--- config.mk ---
export PLATFORM = sky130hd
export DESIGN_NAME = conv_mdc_ctrl_fsm
export DESIGN_NICKNAME = d
export VERILOG_FILES = /design/src/rtl/conv_mdc_ctrl_fsm_pkg.sv /design/src/rtl/conv_mdc_ctrl_fsm_watchdog.sv /design/src/rtl/conv_mdc_ctrl_fsm.sv
export SDC_FILE = /design/constraint.sdc
export NUM_CORES = 1
export LEC_CHECK = 0
export CAP_MARGIN = 40
export CORE_AREA = 2 2 114 116
export CTS_CLUSTER_DIAMETER = 30
export DETAILED_ROUTE_END_ITERATION = 7
export DIE_AREA = 0 0 116 118
export PLACE_DENSITY = 0.76
export REMOVE_ABC_BUFFERS = 1
export SLEW_MARGIN = 15
export SYNTH_ARGS = -nofsm -noshare
export SYNTH_HDL_FRONTEND = slang
export SYNTH_SLANG_ARGS = --single-unit
--- constraint.sdc ---
create_clock -name clk_i -period 1.78 [get_ports clk_i]
set_input_delay 0.356 -clock clk_i [delete_from_list [all_inputs] [get_ports clk_i]]
set_output_delay 0.356 -clock clk_i [all_outputs]
set_load 0.005 [all_outputs]
--- src/rtl/conv_mdc_ctrl_fsm_pkg.sv ---
// Shared types and constants for the conv_mdc job sequencer.
package conv_mdc_package;

  localparam int CONV_MDC_DIM_W     = 16;
  localparam int CONV_MDC_CNT_W     = 32;
  localparam int CONV_MDC_TIMEOUT_W = 20;

  typedef enum logic [2:0] {
    IDLE,
    CHECK,
    ARM,
    RUN,
    FINISH
  } ctrl_fsm_state_t;

  typedef enum logic [1:0] {
    ERR_NONE     = 2'd0,
    ERR_ZERO_DIM = 2'd1,
    ERR_TIMEOUT  = 2'd2
  } ctrl_fsm_err_t;

  // A job is only launched when both image dimensions are non-zero.
  function automatic logic dims_nonzero(input logic any_w_bit, input logic any_h_bit);
    return any_w_bit & any_h_bit;
  endfunction

endpackage

--- src/rtl/conv_mdc_ctrl_fsm_watchdog.sv ---
// Stall watchdog: counts cycles without progress, expires at all-ones.
module conv_mdc_watchdog
  import conv_mdc_package::*;
#(
  parameter int TIMEOUT_W = CONV_MDC_TIMEOUT_W
) (
  input  logic clk_i,
  input  logic rst_ni,
  input  logic en_i,
  input  logic reload_i,
  output logic expired_o
);

  logic [TIMEOUT_W-1:0] cnt_q;
  logic [TIMEOUT_W-1:0] cnt_d;
  logic                 at_max;

  assign at_max    = &cnt_q;
  assign expired_o = en_i & at_max;

  // Next count: held at zero while disabled, reloaded on progress, saturates at all-ones.
  always_comb begin
    cnt_d = cnt_q;
    if (!en_i) begin
      cnt_d = '0;
    end else if (reload_i) begin
      cnt_d = '0;
    end else if (!at_max) begin
      cnt_d = cnt_q + TIMEOUT_W'(1);
    end
  end

  // Counter register.
  always_ff @(posedge clk_i or negedge rst_ni) begin
    if (!rst_ni) begin
      cnt_q <= '0;
    end else begin
      cnt_q <= cnt_d;
    end
  end

endmodule

--- src/rtl/conv_mdc_ctrl_fsm.sv ---
// Job sequencer between the register-file slave and the conv_mdc engine/streamers.
// Every output except the width/height latch is a flop computed from the
// next-state decision, so each status appears in the cycle its state is held.
module conv_mdc_ctrl_fsm
  import conv_mdc_package::*;
#(
  parameter int DIM_W     = CONV_MDC_DIM_W,
  parameter int CNT_W     = CONV_MDC_CNT_W,
  parameter int TIMEOUT_W = CONV_MDC_TIMEOUT_W
) (
  input  logic             clk_i,
  input  logic             rst_ni,
  input  logic             clear_i,
  input  logic             cfg_start_i,
  input  logic [DIM_W-1:0] cfg_width_i,
  input  logic [DIM_W-1:0] cfg_height_i,
  output logic             eng_start_o,
  output logic             eng_clear_o,
  output logic [DIM_W-1:0] eng_width_o,
  output logic [DIM_W-1:0] eng_height_o,
  input  logic             eng_ready_i,
  input  logic             eng_done_i,
  input  logic [CNT_W-1:0] eng_cnt_i,
  output logic             src_req_o,
  input  logic             src_ack_i,
  output logic             snk_req_o,
  input  logic             snk_ack_i,
  input  logic             snk_done_i,
  output logic             busy_o,
  output logic             done_o,
  output logic [1:0]       err_o,
  output logic [CNT_W-1:0] words_o
);

  ctrl_fsm_state_t state_q, state_d;
  ctrl_fsm_err_t   err_q, err_d;

  logic [DIM_W-1:0] width_q, width_d;
  logic [DIM_W-1:0] height_q, height_d;
  logic [CNT_W-1:0] words_q, words_d;
  logic [CNT_W-1:0] cnt_prev_q, cnt_prev_d;

  logic src_req_q, src_req_d;
  logic snk_req_q, snk_req_d;
  logic src_seen_q, src_seen_d;
  logic snk_seen_q, snk_seen_d;
  logic eng_done_seen_q, eng_done_seen_d;
  logic snk_done_seen_q, snk_done_seen_d;
  logic eng_start_q, eng_start_d;
  logic eng_clear_q, eng_clear_d;
  logic busy_q, busy_d;
  logic done_q, done_d;

  logic src_hit;
  logic snk_hit;
  logic wd_en;
  logic wd_reload;
  logic wd_expired;

  // An ack only counts while its request is still outstanding.
  assign src_hit = src_req_q & src_ack_i;
  assign snk_hit = snk_req_q & snk_ack_i;

  // Watchdog is live only while the job depends on external progress.
  assign wd_en     = ((state_q == ARM) || (state_q == RUN)) && !clear_i;
  assign wd_reload = src_ack_i | snk_ack_i | snk_done_i | (eng_cnt_i != cnt_prev_q);

  conv_mdc_watchdog #(
    .TIMEOUT_W(TIMEOUT_W)
  ) u_watchdog (
    .clk_i    (clk_i),
    .rst_ni   (rst_ni),
    .en_i     (wd_en),
    .reload_i (wd_reload),
    .expired_o(wd_expired)
  );

  // Next-state and registered-output decisions; timeout and clear override the normal flow.
  always_comb begin
    state_d         = state_q;
    err_d           = err_q;
    width_d         = width_q;
    height_d        = height_q;
    words_d         = words_q;
    cnt_prev_d      = eng_cnt_i;
    src_req_d       = src_req_q;
    snk_req_d       = snk_req_q;
    src_seen_d      = src_seen_q;
    snk_seen_d      = snk_seen_q;
    eng_done_seen_d = eng_done_seen_q;
    snk_done_seen_d = snk_done_seen_q;
    eng_start_d     = 1'b0;
    eng_clear_d     = 1'b0;

    case (state_q)
      IDLE: begin
        if (cfg_start_i) begin
          width_d  = cfg_width_i;
          height_d = cfg_height_i;
          state_d  = CHECK;
          // Engine clear is shown during CHECK, but only for a job that will actually run.
          eng_clear_d = dims_nonzero(|cfg_width_i, |cfg_height_i);
        end
      end
      CHECK: begin
        if (!dims_nonzero(|width_q, |height_q)) begin
          err_d   = ERR_ZERO_DIM;
          state_d = FINISH;
        end else begin
          err_d           = ERR_NONE;
          state_d         = ARM;
          src_req_d       = 1'b1;
          snk_req_d       = 1'b1;
          src_seen_d      = 1'b0;
          snk_seen_d      = 1'b0;
          eng_done_seen_d = 1'b0;
          snk_done_seen_d = 1'b0;
        end
      end
      ARM: begin
        if (src_hit) begin
          src_req_d  = 1'b0;
          src_seen_d = 1'b1;
        end
        if (snk_hit) begin
          snk_req_d  = 1'b0;
          snk_seen_d = 1'b1;
        end
        if ((src_seen_q | src_hit) && (snk_seen_q | snk_hit) && eng_ready_i) begin
          eng_start_d = 1'b1;
          state_d     = RUN;
        end
      end
      RUN: begin
        eng_done_seen_d = eng_done_seen_q | eng_done_i;
        snk_done_seen_d = snk_done_seen_q | snk_done_i;
        if ((eng_done_seen_q | eng_done_i) && (snk_done_seen_q | snk_done_i)) begin
          words_d = eng_cnt_i;
          state_d = FINISH;
        end
      end
      FINISH: begin
        state_d = IDLE;
      end
      default: begin
        state_d = IDLE;
      end
    endcase

    if (wd_expired) begin
      err_d       = ERR_TIMEOUT;
      eng_clear_d = 1'b1;
      eng_start_d = 1'b0;
      src_req_d   = 1'b0;
      snk_req_d   = 1'b0;
      state_d     = FINISH;
    end

    // Soft clear wins over everything, including a coincident start.
    if (clear_i) begin
      state_d         = IDLE;
      err_d           = ERR_NONE;
      width_d         = width_q;
      height_d        = height_q;
      words_d         = words_q;
      src_req_d       = 1'b0;
      snk_req_d       = 1'b0;
      src_seen_d      = 1'b0;
      snk_seen_d      = 1'b0;
      eng_done_seen_d = 1'b0;
      snk_done_seen_d = 1'b0;
      eng_start_d     = 1'b0;
      eng_clear_d     = 1'b1;
    end

    done_d = (state_d == FINISH);
    busy_d = (state_d != IDLE);
  end

  // State, datapath and output registers.
  always_ff @(posedge clk_i or negedge rst_ni) begin
    if (!rst_ni) begin
      state_q         <= IDLE;
      err_q           <= ERR_NONE;
      width_q         <= '0;
      height_q        <= '0;
      words_q         <= '0;
      cnt_prev_q      <= '0;
      src_req_q       <= 1'b0;
      snk_req_q       <= 1'b0;
      src_seen_q      <= 1'b0;
      snk_seen_q      <= 1'b0;
      eng_done_seen_q <= 1'b0;
      snk_done_seen_q <= 1'b0;
      eng_start_q     <= 1'b0;
      eng_clear_q     <= 1'b0;
      busy_q          <= 1'b0;
      done_q          <= 1'b0;
    end else begin
      state_q         <= state_d;
      err_q           <= err_d;
      width_q         <= width_d;
      height_q        <= height_d;
      words_q         <= words_d;
      cnt_prev_q      <= cnt_prev_d;
      src_req_q       <= src_req_d;
      snk_req_q       <= snk_req_d;
      src_seen_q      <= src_seen_d;
      snk_seen_q      <= snk_seen_d;
      eng_done_seen_q <= eng_done_seen_d;
      snk_done_seen_q <= snk_done_seen_d;
      eng_start_q     <= eng_start_d;
      eng_clear_q     <= eng_clear_d;
      busy_q          <= busy_d;
      done_q          <= done_d;
    end
  end

  assign eng_start_o  = eng_start_q;
  assign eng_clear_o  = eng_clear_q;
  assign eng_width_o  = width_q;
  assign eng_height_o = height_q;
  assign src_req_o    = src_req_q;
  assign snk_req_o    = snk_req_q;
  assign busy_o       = busy_q;
  assign done_o       = done_q;
  assign err_o        = err_q;
  assign words_o      = words_q;

endmodule

==> summary.txt <==
outcome = finished, violations left
violated checks = setup timing
area share of the largest cell type after synthesis = 0.6063
R2R setup slack = -0.20 ns
simple-gate area share of the yosys netlist = 0.1224
Final TNS setup = -3.175 ns
first-pass GRT wire length = 23670 um
switching share of power = 0.2365
Root Driver = clkbuf_16
Die Y = 118 um
DP HPWL = 9583 um
WP data required = 2.07 ns
Pre-antenna DRT Iters = 4
diode count = 0
Wirelength per Cell = 18.82 um
Net Sw Power = 2.076 mW
met2 Track Usage GR = 0.3841
via/cell ratio = 5.326
fin cells = 823
P&R area growth vs syn = 59.96%
count leader, synth = dfrtp_1
nets = 712
die area = 0.01369 mm2
Post-synth top cells = dfrtp_1, mux2_2, xnor2_1
post-layout util = 0.6966
power per cell area = 1015 mW/mm2
Worst Path Buf+Inv = 1
CTS tree = done
CP Launch Type = flip-flop
Fillers = 869
synthesized cell area = 0.005406 mm2
vias in the first global route = 4687
number of synthesized register bits = 131
number of DRC markers in iteration 0 = 222
post-synthesis mux area share = 0.1333
CTS H-tree depth = 4
Crit path depth = 7
# DRC = 0
largest area contributor in the netlist = dfrtp_1
WHS Path Cells = 1
largest net degree at the start of global routing = 49
Clk pin slew, worst setup/hold paths = 0.06 ns
peak supply drop = 0.8456 mV
Cell Chain, Critical Path = nor4bb_2 -> buf_4 -> nor4b_4 -> nand2_2 -> nand2_4 -> a31oi_4 -> or3_1
Setup-failing EPs final = 21
Final Wtd Congestion = 0.9234
Die X = 116 um
largest family of logic cells by synthesized area = multiplexers
Crit Path Max Fanout = 2
CP Capture Type = flip-flop
number of max-cap violations = 0
Final Max Slew Viols = 0
initial antenna violation count = 0
Initial Utilization = 0.4355
Pint = 6.702 mW
Clk network pwr share = 0.419
FF+latch area = 0.003278 mm2
Routed Wire Length = 15490 um
share of cells above drive strength 1 = 0.3379
row count = 41
GRT Overall Usage = 0.2243
top cells by area, synth = dfrtp_1, mux2_2, xnor2_1, nand4_1, nor4_1
Core ar. = 0.01241 mm2
gr ovfl total = 0
Worst-Skew Late Latency = 0.43 ns
Hold Fails Final Rpt = 0
Placed Cells = 776
crit path kind = flip-flop to flip-flop
skew final = 0.009376 ns
slack of the critical path = -0.1976 ns
R2R depth = 7
synth unique cells = 43
Arr. time, crit path = 2.27 ns
Synth Flop Type = dfrtp_1
Slowest cell on crit path = dfrtp_1
unrepaired setup endpoints after global routing = yes
synthesized area per cell = 13.00 um2
clock tree buffer depth = 2
Gate Count Post-Synth = 416
Worst path max stage delay = 0.39 ns
sequential cell fraction of total power = 0.408
PortBufs = 144
headroom to the max-slew limit = 0.6565
Worst-Margin Slew = 0.5134 ns
antenna-violating nets left = 0
Vias = 4383
area of the multi-input gates = 0.002376 mm2
XOR/XNOR Fraction of Synth Area = 0.06966
delay-heaviest family, CP = simple AND/OR/NAND/NOR gates
met1 GRT Util = 0.2607
Max Freq = 505.7 MHz
clock sink count = 131
Worst Hold Class = input port to flip-flop
leakage power = 3.693 nW
yosys warns = 0
Post-Synth Adder-Cell Area = 0.002314
fin crit share = 1.111
sequential-to-total area share from yosys stat = 0.6063
FFs w/ async S/R, synth = 1.000
Logic pwr share = 0.173
grt met3 use = 0.07673
fin crit period = 1.978 ns
Ports = 145
complex-gate fraction of the synthesized area = 0.04929
Post-synth EDFFs = 0
most used routing layer = met2
cts bufs inserted = 17
==> power groups by stage <==
stage | Sequential (mW) | Clock [mW] | Combinational, mW
after floorplan | 3.59 | 0 | 0.411
after global placement | 3.57 | 0 | 1.42
after detailed placement | 3.60 | 0 | 1.45
after CTS | 3.56 | 3.73 | 1.48
after global routing | 3.62 | 3.87 | 1.61
final | 3.59 | 3.68 | 1.51
==> through the flow <==
stage	area [um2]	setup slack [ns]	hold WS [ns]	total power, mW
2_1_floorplan	5343	-1.691	0.06041	3.999
3_3_place_gp	7480	-0.6156	0.3175	4.988
3_5_place_dp	7480	-0.6814	0.3218	5.045
4_1_cts	8387	-0.1367	0.2087	8.774
5_1_grt	8648	-0.2587	0.1767	9.101
6_report	8648	-0.1976	0.1886	8.778
==> cells in the final DEF (no fill, tap or decap), types with 10 or more instances in the layout <==
cell type	count
xor2_1	12
nand4_1	21
clkbuf_16	18
xnor2_1	26
dlygate4sd2_1	12
nor4_1	10
clkdlybuf4s50_1	127
nor2_1	13
dfrtp_1	131
nand2_1	13
buf_4	53
o21ai_2	10
mux2_2	49
==> cell type report <==
type / instances / area share
clock buffer: 20 / 0.05165
sequential: 131 / 0.3791
timing repair buffer: 214 / 0.2458
tap: 172 / 0.02488
inverter: 7 / 0.003038
clock inverter: 12 / 0.02083
multi-input combinational: 267 / 0.2747
==> layer usage <==
| metal | vias up | wire [um] | part of all wire |
|---|---|---|---|
| met2 | 177 | 8143 | 0.53 |
| li1 | 1970 | - | - |
| met1 | 2203 | 6016 | 0.39 |
| met3 | 33 | 946 | 0.061 |
| met4 | 0 | 382 | 0.025 |
| met5 | - | 0 | 0 |
==> worst register-to-register path: stages (launching register included) <==
cell	delay (ns)
dfrtp_1	0.39
nor4bb_2	0.33
buf_4	0.17
nor4b_4	0.24
nand2_2	0.15
nand2_4	0.12
a31oi_4	0.04
or3_1	0.39
==> final timing paths <==
path,to,startpoint
setup / recovery,busy_o,state_q[2]
hold / removal,cnt_prev_q[28],eng_cnt_i[28]
setup reg to reg,busy_o,state_q[2]
hold reg to reg,words_o[7],words_o[7]
max in group asynchronous,words_o[26],rst_ni
min in group asynchronous,eng_height_o[7],rst_ni
==> cells by family (layout without fill, tap and decap cells) <==
family                   count (synthesis)  in the layout
AND/OR/NAND/NOR                        115            115
XOR/XNOR                                43             43
flip-flops                             131            131
buffers and inverters                   18            253
multiplexers                            64             64
AO/OA/AOI/OAI                           44             44
adder cells (fa/ha/maj)                  1              1
==> sequential cells by signal (all words and copies together), names as in the netlist <==
| signal | cells |
|---|---|
| words_o | 32 |
| eng_width_o | 16 |
| snk_req_o | 1 |
| err_o | 2 |
| src_seen_q | 1 |
| eng_clear_o | 1 |
| eng_done_seen_q | 1 |
| snk_done_seen_q | 1 |
| eng_height_o | 16 |
| src_req_o | 1 |
| cnt_prev_q | 32 |
| state_q | 3 |
| snk_seen_q | 1 |
| done_o | 1 |
| busy_o | 1 |
| eng_start_o | 1 |
| u_watchdog.cnt_q | 20 |
==> repair_timing <==
action / in CTS / in global routing
resized for setup: 50 / 52
pin swaps: 6 / 21
setup endpoints to repair: 34 / 60
hold buffers: 1 / 0
gates cloned: 4 / 1
endpoints found under the hold margin: 28 / 0
setup buffers: 6 / 5
Power figures use the tool's default switching activity.
